===== config.mk =====
export PLATFORM = sky130hd
export DESIGN_NAME = decoder_5to32
export DESIGN_NICKNAME = d
export VERILOG_FILES = /design/src/rtl/decoder_5to32.sv
export SDC_FILE = /design/constraint.sdc
export NUM_CORES = 1
export LEC_CHECK = 0
export BUFFER_PORTS_ARGS = -buffer_cell sky130_fd_sc_hd__clkbuf_2
export CAP_MARGIN = 30
export CORE_UTILIZATION = 46
export CTS_CLUSTER_DIAMETER = 50
export DETAILED_ROUTE_END_ITERATION = 12
export PLACE_DENSITY = 0.75
export SYNTH_ARGS = -nofsm -noshare
export SYNTH_HDL_FRONTEND = slang
export SYNTH_SLANG_ARGS = --single-unit

===== constraint.sdc =====
create_clock -name clk -period 0.8 [get_ports clk]
set_input_delay 0.16 -clock clk [delete_from_list [all_inputs] [get_ports clk]]
set_output_delay 0.16 -clock clk [all_outputs]
set_load 0.02 [all_outputs]

===== src/rtl/decoder_5to32.sv =====
// decoder_5to32: registered 5-to-32 one-hot decoder with enable.
// Used as a chip-select / register-bank write-strobe generator. The output
// word and the valid flag are both registered. The asynchronous active-low
// reset forces the output word to its idle value and clears valid.
// OUT_ACTIVE_LOW inverts the output word: all-ones when idle, and a single
// zero on the selected line.

module decoder_5to32 #(
    parameter bit OUT_ACTIVE_LOW = 1'b0
) (
    input  logic        clk,
    input  logic        rst_n,
    input  logic [4:0]  a,
    input  logic        enable,
    output logic [31:0] y,
    output logic        valid
);

    // Value seen on y when no line is selected (reset or enable low)
    localparam logic [31:0] IDLE_WORD = OUT_ACTIVE_LOW ? 32'hFFFF_FFFF : 32'h0000_0000;

    // Active-high one-hot image of a 5-bit select; every select value is legal
    function automatic logic [31:0] decode_onehot(input logic [4:0] sel);
        logic [31:0] v;
        v      = 32'h0000_0000;
        v[sel] = 1'b1;
        return v;
    endfunction

    logic [31:0] w_hot;
    logic [31:0] w_y_next;
    logic [31:0] r_y;
    logic        r_valid;

    // Next-state decode: one-hot when enabled, all lines inactive otherwise
    always_comb begin
        w_hot    = 32'h0000_0000;
        w_y_next = IDLE_WORD;
        if (enable) begin
            w_hot = decode_onehot(a);
        end else begin
            w_hot = 32'h0000_0000;
        end
        if (OUT_ACTIVE_LOW) begin
            w_y_next = ~w_hot;
        end else begin
            w_y_next = w_hot;
        end
    end

    // Output registers: reset clears them immediately, otherwise capture the decode
    always_ff @(posedge clk or negedge rst_n) begin
        if (!rst_n) begin
            r_y     <= IDLE_WORD;
            r_valid <= 1'b0;
        end else begin
            r_y     <= w_y_next;
            r_valid <= enable;
        end
    end

    assign y     = r_y;
    assign valid = r_valid;

endmodule


==> reports/metrics.cfg <==
[sta]
rsz0062_at_grt = yes
slew_violations = 0
fin_crit_sh = 1.26
worst_slack_ns = -0.210
fmax_ghz = 0.990
tightest_slew_ns = 0.201
fin_worst_hold_slack_ns = 0.107
max-slew-margin-rel = 0.865
layout_min_cycle_time_ns = 1.01
setup_viol = 33
final_hold_viol_count = 0
setup_tns_ns = -6.00

[worst_hold_path]
hold_depth = 2
hold_path.startpoint = enable
hold_class = in -> reg
whs_endpoint = valid

[floorplan]
rows = 17
die_h_um = 50.8
die_area_um2 = 2580
initial_core_util = 0.491
ios = 41
dieWidth_um = 50.8
core_area_um2 = 2230

[logic_synthesis]
syn_inst = 83
synthAdderAreaFrac = 0
ys_ff_latch = 33
syn_area_um2 = 1100
synth_compound_area_frac = 0
ys_types = 13
synthXorXnorAreaFrac = 0
ys_warn_count = 0
muxShareOfSynthArea = 0
syn_nets = 91
synth_top_family_by_area = simple AND/OR/NAND/NOR gates
yosysSeqAreaShare = 0.753
synthSimpleGateAreaFrac = 0.226
synth_area_per_cell_um2 = 13.2

[cts]
clk_path_buf_depth = 2
clk_pin_slew_worst_paths_ns = 0.09
cts_tree = done
clock_sinks = 33
h-tree-depth = 2
cts-root-buf = clkbuf_4
cts_buffers = 5

[critical_path]
cp.depth = 1
cp_data_arrival_time_ns = 0.85
startpoint_type = register
cp-end-kind = output port
cpMaxStageDelayCell = dfrtp_1
timing_worst_setup_path_type = reg -> out
required_ns = 0.64
worst_path_largest_cell_delay_ns = 0.40
crit_fanout = 1
crit_path_cell_trace = buf_6
crit_buf_inv = 1
crit_family = flip-flops

[place]
portBuffers = 40
postPlaceCellArea_um2 = 1390
hpwl_um = 1410
finalWeightedCongestion = 0.710

[grt]
overflow = 0
gr-usage-all-layers = 0.181
grt_max_degree = 34
grt_pass1_wl_um = 3110
antenna_found_initial = 0
grt_use_met3 = 0.0804
grt_busiest_layer = met2
grt.met1_usage = 0.207
grt_pass1_vias = 716
grtUsageMet2 = 0.271

[power_and_ir_drop]
powerDensity_nw_per_um2 = 1700
sequentialPowerShare = 0.601
p_leak_nw = 0.837
power.share.switching = 0.217
worst_ir_drop_vdd_mv = 1.53
share_comb_of_total_power = 0.088
p_int_mw = 2.21
p_switching_mw = 0.611
p_clk_frac = 0.311

[routing]
route.antenna.remaining_nets = 0
wl_per_cell_um = 12.4
drtIter0Drc = 10
drc = 0
dr.pass1.iters = 4
viasPerCell = 4.75
totalWireLength_um = 2040
vias = 779

[layout]
fin_nets = 144
area_growth_pct = 50.7
fillers = 162
regArea_um2 = 826
final_cell_area_um2 = 1650
multiInputGateArea_um2 = 248
diodes = 0
layout-drive-gt1-share = 0.419

[run]
maxCapViolCount = 0

[status]
violations = negative setup slack
outcome = finished with violations

cell usage in the layout (no fill, tap or decap):
| master | synthesis | routed |
|---|---|---|
| dlygate4sd3_1 | 0 | 1 |
| or4b_4 | 1 | 1 |
| nor3_2 | 1 | 1 |
| nand4b_1 | 3 | 3 |
| clkbuf_1 | 2 | 1 |
| buf_4 | 0 | 8 |
| clkbuf_2 | 0 | 7 |
| nand4_1 | 1 | 1 |
| clkbuf_4 | 0 | 5 |
| dfrtp_1 | 33 | 33 |
| nor3_1 | 7 | 7 |
| buf_6 | 1 | 32 |
| nand4bb_1 | 3 | 3 |
| nand2_1 | 2 | 2 |
| buf_12 | 0 | 1 |
| clkbuf_8 | 0 | 1 |
| nand2b_1 | 4 | 4 |
| nor2_1 | 24 | 24 |
| buf_2 | 1 | 1 |
worst max path at each step:
stage	startpoint	to
final	y[18]	y[18]
after CTS	y[0]	y[0]
after global routing	y[18]	y[18]
after detailed placement	a[2]	y[0]
after floorplan	a[1]	y[0]
after global placement	a[2]	y[0]
per-stage QoR:
| stage | power (mW) | std cells | setup WS (ns) | util |
|---|---|---|---|---|
| floorplan | 1.83 | 83 | -0.176 | - |
| global placement | 1.94 | 156 | -0.185 | 0.622 |
| detailed placement | 1.95 | 156 | -0.215 | 0.622 |
| CTS | 2.83 | 164 | -0.241 | 0.651 |
| global route | 2.95 | 164 | -0.265 | 0.741 |
| finish | 2.82 | 164 | -0.210 | 0.741 |
cells in the mapped netlist, drive strengths merged:
master | instances | area, um^2
nand2 | 2 | 7.51
nor3 | 8 | 45.0
nand4b | 3 | 26.3
nand4 | 1 | 6.26
or4b | 1 | 13.8
nand2b | 4 | 25.0
clkbuf | 2 | 7.51
nand4bb | 3 | 33.8
buf | 2 | 16.3
nor2 | 24 | 90.1
dfrtp | 33 | 826
power groups by stage:
stage | Combinational [mW] | Sequential [mW] | Clock [mW]
after floorplan | 0.0813 | 1.75 | 0
after global placement | 0.219 | 1.72 | 0
after detailed placement | 0.225 | 1.72 | 0
after CTS | 0.229 | 1.69 | 0.912
after global routing | 0.271 | 1.69 | 0.988
final | 0.249 | 1.69 | 0.875
cell families (layout without fill, tap and decap cells):
logic type	after synthesis	count (layout)
buffers and inverters	4	57
flip-flops	33	33
AND/OR/NAND/NOR	46	46
final cells by class:
| class | count | area share |
|---|---|---|
| sequential | 33 | 0.499 |
| clock buffer | 7 | 0.0333 |
| tap | 28 | 0.0212 |
| timing repair buffer | 50 | 0.297 |
| multi-input combinational | 46 | 0.150 |
routing by layer:
layer / share of wire / wire length [um] / up-vias
li1: - / - / 378
met1: 0.43 / 885 / 374
met2: 0.50 / 1030 / 23
met3: 0.041 / 84 / 4
met4: 0.020 / 40 / 0
met5: 0 / 0 / -
flip-flops by register name, summed over array words and instances (netlist names):
signal,count
y,32
valid,1
repair_timing:
| action | in CTS | in global routing |
|---|---|---|
| hold buffers | 1 | 0 |
| pin swaps | 0 | 0 |
| hold endpoints to repair | 33 | 0 |
| resized for setup | 0 | 97 |
| setup endpoints to repair | 33 | 33 |
| setup buffers | 0 | 0 |
(Power assumes the default switching activity.)
